**config.mk**
```make
export PLATFORM = sky130hd
export DESIGN_NAME = alu16_top
export DESIGN_NICKNAME = d
export VERILOG_FILES = /design/src/rtl/alu16_pkg.sv /design/src/rtl/alu16_unit_decoder.sv /design/src/rtl/alu16_top.sv
export SDC_FILE = /design/constraint.sdc
export NUM_CORES = 1
export LEC_CHECK = 0
export CORE_AREA = 2 2 201 203
export CTS_BUF_LIST = sky130_fd_sc_hd__clkbuf_8
export DETAILED_ROUTE_END_ITERATION = 8
export DIE_AREA = 0 0 203 205
export PLACE_DENSITY = 0.74
export SYNTH_ARGS = -nofsm -noshare
export SYNTH_HDL_FRONTEND = slang
export SYNTH_SLANG_ARGS = --single-unit
```
**constraint.sdc**
```tcl
create_clock -name clk -period 2.5 [get_ports clk]
set_input_delay 0.75 -clock clk [delete_from_list [all_inputs] [get_ports clk]]
set_output_delay 0.75 -clock clk [all_outputs]
set_load 0.005 [all_outputs]
```
**src/rtl/alu16_pkg.sv**
```systemverilog
// ============================================================================
// Module : alu16_pkg
// Brief  : Shared constants for the 16-bit registered ALU. These are the unit
//          selects, the full opcodes and the compare result codes.
// Rev    : 1.0  initial release
// ============================================================================
`default_nettype none

package alu16_pkg;

    // Unit select, decoded from alu_fun[3:2]
    localparam logic [1:0] ARITH = 2'b00;
    localparam logic [1:0] LOGIC = 2'b01;
    localparam logic [1:0] CMP   = 2'b10;
    localparam logic [1:0] SHIFT = 2'b11;

    localparam logic [3:0] OP_ADD   = 4'b0000;
    localparam logic [3:0] OP_SUB   = 4'b0001;
    localparam logic [3:0] OP_MUL   = 4'b0010;
    localparam logic [3:0] OP_DIV   = 4'b0011;
    localparam logic [3:0] OP_AND   = 4'b0100;
    localparam logic [3:0] OP_OR    = 4'b0101;
    localparam logic [3:0] OP_NAND  = 4'b0110;
    localparam logic [3:0] OP_NOR   = 4'b0111;
    localparam logic [3:0] OP_NOP   = 4'b1000;
    localparam logic [3:0] OP_EQ    = 4'b1001;
    localparam logic [3:0] OP_GT    = 4'b1010;
    localparam logic [3:0] OP_LT    = 4'b1011;
    localparam logic [3:0] OP_SHR_A = 4'b1100;
    localparam logic [3:0] OP_SHL_A = 4'b1101;
    localparam logic [3:0] OP_SHR_B = 4'b1110;
    localparam logic [3:0] OP_SHL_B = 4'b1111;

    localparam logic [1:0] CMP_EQ = 2'd1;
    localparam logic [1:0] CMP_GT = 2'd2;
    localparam logic [1:0] CMP_LT = 2'd3;

endpackage

`default_nettype wire

```
**src/rtl/alu16_unit_decoder.sv**
```systemverilog
// ============================================================================
// Module : alu16_unit_decoder
// Brief  : Maps alu_fun[3:2] to four one-hot functional-unit enables.
// Rev    : 1.0  initial release
// ============================================================================
`default_nettype none

module alu16_unit_decoder
    import alu16_pkg::*;
(
    input  logic [1:0] sel,
    output logic       en_ari,
    output logic       en_log,
    output logic       en_cmp,
    output logic       en_shift
);

    always_comb begin
        en_ari   = 1'b0;
        en_log   = 1'b0;
        en_cmp   = 1'b0;
        en_shift = 1'b0;
        case (sel)
            ARITH:   en_ari   = 1'b1;
            LOGIC:   en_log   = 1'b1;
            CMP:     en_cmp   = 1'b1;
            SHIFT:   en_shift = 1'b1;
            default: en_ari   = 1'b0;
        endcase
    end

endmodule

`default_nettype wire

```
**src/rtl/alu16_top.sv**
```systemverilog
// ============================================================================
// Module : alu16_top
// Brief  : Registered unsigned ALU with arithmetic, logic, compare and shift
//          units. Only the selected unit's result and flag are non-zero.
// Rev    : 1.0  initial release
// ============================================================================
`default_nettype none

module alu16_top
    import alu16_pkg::*;
#(
    parameter int WIDTH = 16
) (
    input  logic             clk,
    input  logic             rest,
    input  logic [WIDTH-1:0] A,
    input  logic [WIDTH-1:0] B,
    input  logic [3:0]       alu_fun,
    output logic [WIDTH-1:0] ari_out,
    output logic             carry_out,
    output logic             ari_flag,
    output logic [WIDTH-1:0] log_out,
    output logic             log_flag,
    output logic [WIDTH-1:0] cmp_out,
    output logic             cmp_flag,
    output logic [WIDTH-1:0] shift_out,
    output logic             shift_flag
);

    logic en_ari, en_log, en_cmp, en_shift;

    alu16_unit_decoder u_dec (
        .sel      (alu_fun[3:2]),
        .en_ari   (en_ari),
        .en_log   (en_log),
        .en_cmp   (en_cmp),
        .en_shift (en_shift)
    );

    logic [WIDTH:0]       sum;
    logic [WIDTH:0]       diff;
    logic [2*WIDTH-1:0]   prod;
    logic [WIDTH-1:0]     quot;
    logic [WIDTH-1:0]     ari_res;
    logic                 ari_c;
    logic [WIDTH-1:0]     log_res;
    logic [WIDTH-1:0]     cmp_res;
    logic [WIDTH-1:0]     shift_res;

    // diff[WIDTH] is the borrow: set exactly when A < B
    assign sum  = {1'b0, A} + {1'b0, B};
    assign diff = {1'b0, A} - {1'b0, B};
    assign prod = {{WIDTH{1'b0}}, A} * {{WIDTH{1'b0}}, B};
    assign quot = (B == '0) ? '1 : A / B;

    always_comb begin
        ari_res = '0;
        ari_c   = 1'b0;
        case (alu_fun)
            OP_ADD: begin ari_res = sum[WIDTH-1:0];  ari_c = sum[WIDTH];  end
            OP_SUB: begin ari_res = diff[WIDTH-1:0]; ari_c = diff[WIDTH]; end
            OP_MUL: begin
                ari_res = prod[WIDTH-1:0];
                ari_c   = |prod[2*WIDTH-1:WIDTH];
            end
            OP_DIV: begin ari_res = quot; ari_c = (B == '0); end
            default: ari_res = '0;
        endcase
    end

    always_comb begin
        log_res = '0;
        case (alu_fun)
            OP_AND:  log_res = A & B;
            OP_OR:   log_res = A | B;
            OP_NAND: log_res = ~(A & B);
            OP_NOR:  log_res = ~(A | B);
            default: log_res = '0;
        endcase
    end

    always_comb begin
        cmp_res = '0;
        case (alu_fun)
            OP_NOP:  cmp_res = '0;
            OP_EQ:   if (A == B) cmp_res = {{(WIDTH-2){1'b0}}, CMP_EQ};
            OP_GT:   if (A > B)  cmp_res = {{(WIDTH-2){1'b0}}, CMP_GT};
            OP_LT:   if (A < B)  cmp_res = {{(WIDTH-2){1'b0}}, CMP_LT};
            default: cmp_res = '0;
        endcase
    end

    always_comb begin
        shift_res = '0;
        case (alu_fun)
            OP_SHR_A: shift_res = A >> 1;
            OP_SHL_A: shift_res = A << 1;
            OP_SHR_B: shift_res = B >> 1;
            OP_SHL_B: shift_res = B << 1;
            default:  shift_res = '0;
        endcase
    end

    always_ff @(posedge clk or posedge rest) begin
        if (rest) begin
            ari_out    <= '0;
            carry_out  <= 1'b0;
            ari_flag   <= 1'b0;
            log_out    <= '0;
            log_flag   <= 1'b0;
            cmp_out    <= '0;
            cmp_flag   <= 1'b0;
            shift_out  <= '0;
            shift_flag <= 1'b0;
        end else begin
            ari_out    <= en_ari   ? ari_res   : '0;
            carry_out  <= en_ari & ari_c;
            ari_flag   <= en_ari;
            log_out    <= en_log   ? log_res   : '0;
            log_flag   <= en_log;
            cmp_out    <= en_cmp   ? cmp_res   : '0;
            cmp_flag   <= en_cmp;
            shift_out  <= en_shift ? shift_res : '0;
            shift_flag <= en_shift;
        end
    end

endmodule

`default_nettype wire

```
* Word-level counts from Yosys, hierarchy flattened
Index checks and enable logic that the tools add are counted.
** Cells by class
- $add $sub $neg :: 2
- Multipliers :: 1
- Div/mod/pow operators :: 1
- Magnitude comparators :: 2
- Equality and inequality tests :: 18
- Multiplexer cells :: 17
- Bitwise logic cells :: 5
- Reductions and logical operators :: 4
** Operators with widths (number)
- 16-bit one-hot mux with 4 select lines :: 3
- 16-bit two-way mux :: 5
- 16-bit by 16-bit multiplier with 32-bit output :: 1
- 16-bit inverter :: 2
- 4-bit equality test (second input constant) :: 7
- 16-bit by 16-bit adder with 17-bit output :: 1
- 16-bit by 16-bit subtractor with 17-bit output :: 1
- 16-bit AND :: 1
- 16-bit by 16-bit divider with 16-bit output :: 1
- 16-bit equality test :: 1
- 4-bit by 3-bit equality test with 1-bit output (second input constant) :: 4
- 16-bit > comparator :: 1
- 16-bit logical NOT :: 1
- 16-bit less-than comparator :: 1
- 16-bit bitwise OR :: 1
- 16-bit OR reduction :: 1
- 4-bit by 2-bit equality test with 1-bit output (second input constant) :: 2
- 2-bit one-hot mux with 3 select lines :: 1
- 1-bit two-way mux :: 5
- 2-bit equality test (second input constant) :: 2
- 4-bit by 1-bit equality test with 1-bit output (second input constant) :: 1
- 4-bit logical NOT :: 1
- 2-bit two-way mux :: 2
- 1-bit one-hot mux with 4 select lines :: 1
- 3 further kinds :: 3
** Storage, ports and cells
- Flip-flop bits (word level) :: 69
- Input port bits :: 38
- Output and inout bits :: 69
- Word-level logic and storage cells :: 59

* Depth between registers and ports, before layout
Gate-level depths: netlist of run 1.
- Depth in word-level cells :: 4
- Depth in mapped cells :: 135
- Depth with buffers taken out :: 125

* Hierarchy
Synthesis of run 1 repeated with hierarchy kept, for this count alone.
** Second synthesis, totals
- Cells, all modules :: 2451
- Area, all modules :: 19214.7 µm²
** By module, submodules not included
- alu16_top :: instances 1, cells an instance 2447, area an instance 19188.4 µm², seq. area each 1376.3 µm²
- alu16_unit_decoder :: instances 1, cells an instance 4, area an instance 26.3 µm², seq. area each 0.0 µm²

* Least setup slack after synthesis of run 1
OpenSTA, ideal clock, no wires.
- Kind :: input-to-reg
- Start point :: in B[0]
- End point :: reg ari_out[0]
- Setup time :: 128 ps
- Arrival :: 26726 ps
- Required time :: 2372 ps
- Slack :: -24353 ps
- Cell stages on the path :: 121
- Buffers on the path :: 11
- Cell sequence :: clkbuf_1 -> clkinv_1 -> ha_1 -> a41o_1 -> a21oi_1 -> a21oi_1 -> ha_1 -> o21a_1 -> o211ai_1 -> nor2_1 -> nor2_1 -> a21oi_1 -> ha_1 -> o21ai_0 -> nor4bb_1 -> a21oi_1 -> or4b_2 -> o21ai_0 -> [85 not listed] -> o21a_1 -> o2111ai_1 -> a211oi_1 -> o31ai_1 -> a2111oi_0 -> or2_2 -> clkbuf_1 -> mux2_2 -> ha_1 -> o21a_1 -> o21a_1 -> o21a_1 -> o21ai_0 -> nand2b_1 -> a211oi_1 -> o21ai_0 -> nand4_1 -> nand3_1
** On the way
- Longest elaborated chain between the ends :: 4
- Elaborated cells between the ends (all ways) :: 8
- Those cells by class :: 2 x add/sub; 1 x mul; 1 x div; 3 x mux; 1 x reduce/logical
** RTL lines
- start: declaration :: RTL line alu16_top.sv:17 : input logic [WIDTH-1:0] B,
- 16-bit by 16-bit divider with 16-bit output or 16-bit logical NOT (tied branches) :: RTL line alu16_top.sv:54 : assign quot = (B == '0) ? '1 : A / B;
- 16-bit two-way mux :: RTL line alu16_top.sv:54
- 16-bit one-hot mux with 4 select lines * :: RTL line alu16_top.sv:59 : case (alu_fun)
- 16-bit two-way mux * :: RTL line alu16_top.sv:116 : ari_out <= en_ari ? ari_res : '0;
- end signal: assignment :: RTL line alu16_top.sv:116
- end: declaration :: RTL line alu16_top.sv:19 : output logic [WIDTH-1:0] ari_out,
Every way passes the cells marked *; elsewhere a longest branch is shown, timed or not.

* Final worst setup path of run 1
- Start point :: in A[1]
- End point :: reg ari_out[0]
** On the way
- Longest elaborated chain between the ends :: 4
** RTL lines
- start: declaration :: RTL line alu16_top.sv:16 : input logic [WIDTH-1:0] A,
- 16-bit by 16-bit divider with 16-bit output :: RTL line alu16_top.sv:54
- 16-bit two-way mux :: RTL line alu16_top.sv:54
- 16-bit one-hot mux with 4 select lines :: RTL line alu16_top.sv:59
- 16-bit two-way mux :: RTL line alu16_top.sv:116
No other way between the ends.

==> reports/qor.csv, run 1 <==
stage,metric,value,unit
routing,first_pass_iters,8,
synthesis,synth_top_cells_by_count,"nor2_1, inv_1, ha_1",
synthesis,synth_area_leaders,"fa_1, ha_1, dfrtp_1, nor2_1, inv_1",
cts,cts_inserted_buffers,5,
pwr,switching_share,0.499,
worst_setup_path,end_kind,register,
synthesis,synth_xor_area_frac,0.0390,
synthesis,synth-simple-area-share,0.184,
worst_setup_path,arrival,24790,ps
synthesis,synth-edff-count,0,
worst_setup_path,crit_top_cell,buf_4,
sta,rsz0062_at_grt,yes,
worst_setup_path,setup.worst_path.class,input pin to register,
final_layout,fin_util,0.802,
cts,cts.sinks,55,
pwr,sequentialPowerShare,0.031,
global_route,grt_pass1_vias,23700,
placement,gp_congestion,1.04,
final_layout,n_antenna_cell,0,
global_route,track_usage,0.400,
synthesis,synthFlopType,dfrtp_1,
pwr,power_frac_clock,0.018,
placement,portBuffers,92,
pwr,powerDensity,1030,mW/mm2
final_layout,drive_above_1_share,0.414,
routing,drc_errors,0,
cts,clockBufferDepth,2,
routing,vias,24100,
pwr,combPwrFrac,0.951,
outcome,violations,setup timing,
cts,cts_root_buf,clkbuf_8,
synthesis,async_flop_share,1.00,
routing,avgViaCountPerCell,6.06,
run,max_cap_violations,0,
floorplan,core-area,0.0394,mm2
synthesis,synthMuxAreaShare,0.0252,
synthesis,synth_cell_types,88,
sta,max_slew_margin,0.484,
worst_setup_path,start_kind,input pin,
sta,slew_violations,0,
routing,wl_per_cell,22.9,um
floorplan,die_area,0.0416,mm2
final_layout,synthToLayoutAreaGrowth,61.5,%
sta,max_freq,0.0407,GHz
synthesis,synth_largest_area_cell,fa_1,
sta,period_share,9.82,
sta,finalSetupViolations,19,
worst_setup_path,crit_slowest_cell,o31ai_4,
floorplan,rows,73,
min_path,hold_path.class,input pin to async pin,
synthesis,ys_warn_count,0,
synthesis,synth_top_area_frac,0.201,
synthesis,synth_most_common_cell,nor2_1,
pwr,vdd_drop_max,2.63,mV
global_route,grt_max_degree,56,
worst_setup_path,slowest_delay,500,ps
synthesis,synth_top_family_by_area,adder cells,
worst_setup_path,cp.required,2740,ps
synthesis,synth_seq_area_share,0.0704,
floorplan,die_width,203,um
final_layout,nNetsFinal,3971,
sta,worst_slack,-22050,ps
routing,ant_nets,0,
global_route,grt_pass1_wl,129000,um
worst_setup_path,cp_max_fo,8,
cts,clk_pin_slew,150,ps
cts,cts_tree,done,
outcome,status,"complete, but fails checks",
global_route,globalRouteOverflowTotal,0,
sta,hold_viol,0,
floorplan,io_pins,107,
pwr,switching_power,16.3,mW
cts,cts_hold_buf,0,
synthesis,syn_avg_cell_area,7.79,um2
placement,dp_hpwl,64400,um
pwr,cellLeakagePower,15.1,nW
floorplan,die_h,205,um
synthesis,syn_inst,2510,
synthesis,syn_area,0.0195,mm2
global_route,antenna_found_initial,2,
cts,h-tree-depth,2,
floorplan,initial_core_util,0.497,
final_layout,final_cells,3972,
sta,fin_crit,24550,ps
synthesis,synth_compound_area_frac,0.204,
pwr,internal-power,16.3,mW
synthesis,synthAdderAreaFrac,0.387,
synthesis,synth_seq_cells,55,
routing,wirelength,91000,um
placement,placedCellCount,3756,
sta,tightest_slew,755,ps
routing,first_iter_violations,2493,
## path summary, 6_finish.rpt
path / start / end / slack (ps) / cells past startpoint
setup / recovery: A[1] / ari_out[0] / -22050 / 127
hold / removal: rest / ari_out[14] / 760 / 3
max in group asynchronous: rest / log_out[5] / 1430 / 3
min in group clk: A[6] / shift_out[7] / 820 / 3
## cell families after synthesis
| logic type | Yosys count |
|---|---|
| muxes | 46 |
| other | 1 |
| AOI/OAI and AO/OA | 584 |
| xor gates and xnor gates | 87 |
| buffers and inverters | 456 |
| adders and majority gates | 487 |
| DFF | 55 |
| and+or+nand+nor | 794 |
## layer usage
layer  part of all wire  wire, um  up-vias  global-route usage
met1               0.37     33600    11600               0.510
met2               0.45     41000     1538               0.657
met4              0.071      6420        4               0.191
met3               0.11      9980      463              0.0732
met5            0.00030        27        -                   0
li1                   -         -    10500                   -
## power by group through the flow
stage	clock network, mW	registers, mW	logic [mW]
CTS	0.557	1.01	28.1
finish	0.581	1.01	31.0
floorplan	0	1.01	15.8
global route	0.615	1.01	33.4
detailed placement	0	1.02	26.5
global placement	0	1.02	25.8
## cell type report
type | count | area [um2]
Sequential cell | 55 | 1380
Multi-Input combinational cell | 2012 | 19200
Clock buffer | 5 | 68.8
Tap cell | 525 | 657
Clock inverter | 3 | 23.8
Timing Repair Buffer | 1038 | 8950
Inverter | 334 | 1320
Fill cell | 2521 | 7800
## sequential cells by signal, indices dropped and copies added (netlist names)
signal and flops:
shift_flag 1, ari_out 16, ari_flag 1, cmp_out 2
carry_out 1, log_out 16, log_flag 1, cmp_flag 1
shift_out 16
## placed cells by master, fill, tap and decap left out, types with 59 or more instances in the layout
| cell | netlist | routed |
|---|---|---|
| a21oi_1 | 137 | 89 |
| buf_4 | 14 | 816 |
| buf_6 | 1 | 83 |
| clkdlybuf4s50_1 | 0 | 59 |
| fa_1 | 196 | 192 |
| ha_1 | 291 | 225 |
| inv_1 | 323 | 284 |
| nand2_1 | 184 | 165 |
| nor2_1 | 357 | 316 |
| o21ai_0 | 105 | 63 |
## through the flow
| stage | power [mW] | setup slack (ps) | TNS [ps] | hold WS, ps | cell area, um2 |
|---|---|---|---|---|---|
| finish | 32.6 | -22050 | -173560 | 761 | 31600 |
| global route | 35.0 | -23020 | -180210 | 805 | 31600 |
| CTS | 29.7 | -21020 | -164800 | 791 | 29500 |
| detailed placement | 27.6 | -22820 | -199420 | 1180 | 27200 |
| global placement | 26.8 | -22220 | -194090 | 1150 | 27200 |
| floorplan | 16.8 | -21210 | -161400 | 834 | 21200 |
## repair_timing
| action | 4_1_cts | 5_1_grt |
|---|---|---|
| pin swaps | 159 | 176 |
| setup buffers | 116 | 99 |
| setup endpoints to repair | 24 | 33 |
| gates resized for setup | 368 | 317 |
| gates cloned | 3 | 5 |
## worst max-delay path: cells and delay by family
kind	cells	cell delay (ps)
adder cells (fa/ha/maj)	15	3910
multiplexers	4	1160
AO/OA/AOI/OAI	51	9160
AND/OR/NAND/NOR	39	7190
buffers and inverters	18	2580
No activity file was read; power rests on OpenSTA's default activity.
==> inputs of run 2 (changes only) <==
- CORE_AREA: 2 2 201 203 -> 2 2 200 202
- DIE_AREA: 0 0 203 205 -> 0 0 202 204
- PLACE_DENSITY: 0.74 -> 0.68
- SKIP_LAST_GASP: not set -> 1
- SYNTH_HIERARCHICAL: not set -> 1
==> run 2 against run 1 <==
Routed wire length is 9.4% lower. Non-clock buffer count is 90 lower. Worst hold slack better by 21 ps. The run still ends with setup timing left. Synthesized cell count is 2.4% lower.
==> reports/qor.csv, run 2 <==
stage,metric,value,unit,change
outcome,status,"complete, but fails checks",,
outcome,violations,setup timing,,
placement,dp_hpwl,61300,um,-4.8%
global_route,grt_pass1_vias,22300,,-5.8%
sta,max_slew_margin,0.493,,+0.00910
cts,cts_hold_buf,0,,unchanged
pwr,cellLeakagePower,14.5,nW,-4.3%
cts,clk_pin_slew,110,ps,-40 ps
synthesis,synth_top_area_frac,0.204,,+0.00349
synthesis,synth_cell_types,95,,+8.0%
sta,finalSetupTns,-182670,ps,-9110 ps
pwr,powerDensity,937,mW/mm2,-9.1%
worst_setup_path,crit_family,compound AO/OA/AOI/OAI gates,,
worst_setup_path,path_buf_inv,14,,-4
synthesis,ys_warn_count,6,,+6
worst_setup_path,end_kind,register,,
synthesis,synth_area_leaders,"fa_1, ha_1, dfrtp_1, nor2_1, inv_1",,
sta,worst_slack,-22700,ps,-649 ps
cts,clockBufferDepth,2,,unchanged
floorplan,initial_core_util,0.490,,-0.00621
worst_setup_path,cp_max_fo,7,,-1
worst_setup_path,arrival,25460,ps,+670 ps
synthesis,syn_avg_cell_area,7.84,um2,+0.66%
sta,max_freq,0.0397,GHz,-2.6%
synthesis,synth_seq_area_share,0.0716,,+0.00122
global_route,antenna_found_initial,3,,+1
routing,ant_nets,0,,unchanged
synthesis,synth_top_cells_by_count,"nor2_1, inv_1, ha_1",,
worst_setup_path,start_kind,input pin,,
floorplan,core-area,0.0392,mm2,-0.46%
cts,cts_inserted_buffers,5,,unchanged
min_path,hold_path.class,input pin to async pin,,
final_layout,reg_top3,"ari_out: 16 flops, log_out: 16 flops, shift_out: 16 flops",,
cts,cts_root_buf,clkbuf_8,,
sta,rsz0062_at_grt,yes,,
placement,dp_slack,-23950,ps,-1130 ps
final_layout,synthToLayoutAreaGrowth,55.1,%,
sta,period_share,10.1,,+0.260
sta,finalSetupViolations,20,,+1
sta,hold_viol,0,,unchanged
synthesis,syn_inst,2451,,-2.4%
placement,portBuffers,92,,unchanged
synthesis,synth-edff-count,0,,unchanged
global_route,grt_pass1_wl,122000,um,-5.2%
final_layout,drive_above_1_share,0.382,,-0.0316
final_layout,num-fill-cells,2775,,+10%
worst_setup_path,slowest_delay,540,ps,+40 ps
synthesis,synth_seq_cells,55,,unchanged
floorplan,die_area,0.0412,mm2,-0.98%
routing,wirelength,82400,um,-9.4%
final_layout,final_cells,3830,,-3.6%
cts,h-tree-depth,2,,unchanged
global_route,grt_max_degree,43,,-23%
routing,wl_per_cell,21.5,um,-6.0%
worst_setup_path,crit_slowest_cell,or4_4,,
routing,first_iter_violations,2066,,-17%
worst_setup_path,cp.required,2750,ps,about the same
global_route,globalRouteOverflowTotal,0,,unchanged
routing,avgViaCountPerCell,5.84,,-3.5%
routing,vias,22400,,-7.0%
worst_setup_path,setup.worst_path.class,input pin to register,,
sta,slew_violations,0,,unchanged
placement,placedCellCount,3635,,-3.2%
routing,drc_errors,0,,unchanged
sta,fin_crit,25200,ps,+649 ps
pwr,p_total,27.9,mW,-14%
synthesis,synth_most_common_cell,nor2_1,,
synthesis,syn_area,0.0192,mm2,-1.7%
sta,tightest_slew,759,ps,+3.75 ps
routing,first_pass_iters,8,,unchanged
floorplan,die_width,202,um,-0.49%
run,max_cap_violations,0,,unchanged
cts,cts_tree,done,,
synthesis,synthFlopType,dfrtp_1,,
floorplan,die_h,204,um,-0.49%
placement,gp_congestion,1.04,,about the same
final_layout,final_common_cell,buf_4,,
final_layout,nNetsFinal,3827,,-3.6%
final_layout,final_cell_mix,"buf_4, nor2_1, inv_1",,
cts,cts.sinks,55,,unchanged
pwr,vdd_drop_max,2.55,mV,-3.2%
floorplan,rows,73,,unchanged
global_route,track_usage,0.382,,-0.0177
synthesis,async_flop_share,1.00,,unchanged
floorplan,io_pins,107,,unchanged
synthesis,synth_largest_area_cell,fa_1,,
run 2: cell types whose count changed after synthesis, sizes merged, moves of 9 or more:
cell,change
nand2b,-9
a221o,-13
nor4,-15
o21a,-15
a22o,-20
mux2,+11
o221ai,-14
inv,-14
a222oi,+15
clkbuf,-12
run 2: what timing repair did:
item                                    4_1_cts  5_1_grt
buffers inserted                            107       83
pin swaps                                   105      178
cloned                                        4        3
endpoints found under the setup margin       21       22
gates resized for setup                     227      235
run 2: cell type report:
type                       instances  area (um2)  share of cell area
antenna                            2        5.00            0.000168
timing repair buffer             948        8000               0.268
inverter                         323        1290              0.0432
clock buffer                       5        68.8             0.00231
multi-input combinational       1969       18400               0.617
sequential                        55        1380              0.0462
clock inverter                     3        23.8            0.000797
tap                              525         657              0.0220
run 2: through the flow:
| step | cell area (um2) | util | hold slack [ps] |
|---|---|---|---|
| floorplan | 20600 | - | 838 |
| global placement | 26300 | 0.671 | 1150 |
| detailed placement | 26300 | 0.671 | 1170 |
| CTS | 28200 | 0.719 | 793 |
| global route | 29800 | 0.761 | 843 |
| finish | 29800 | 0.761 | 782 |
run 2: power by group:
part / internal, mW / total (mW) / switching [mW]
combinational: 13.0 / 26.5 / 13.5
clock: 0.204 / 0.556 / 0.352
sequential: 0.907 / 0.916 / 0.00916
total: 14.1 / 27.9 / 13.9
run 2: cell families (layout without fill, tap and decap cells):
kind of cell | after synthesis | in the layout | synth area share
buf+inv | 441 | 1279 | 0.0905
mux | 53 | 53 | 0.0300
simple gates | 775 | 775 | 0.181
fa+ha+maj | 487 | 487 | 0.394
other cells | 1 | 16 | 0.000195
xor+xnor | 96 | 96 | 0.0438
compound gates | 543 | 544 | 0.189
flops | 55 | 55 | 0.0716
run 2: layer usage:
layer	part of all wire	vias up	wire length (um)	track usage
li1	-	10000	-	-
met2	0.45	1239	37000	0.629
met5	0.00011	-	9	0
met3	0.092	387	7600	0.0700
met1	0.39	10700	31800	0.483
met4	0.072	2	5950	0.192
run 2: final timing paths:
| kind | end | cells past startpoint | from | slack [ps] |
|---|---|---|---|---|
| min | ari_out[3] | 2 | rest | 780 |
| min in group clk | cmp_out[0] | 4 | alu_fun[0] | 880 |
| max in group asynchronous | log_out[5] | 3 | rest | 1170 |
| max | ari_out[0] | 118 | B[6] | -22700 |
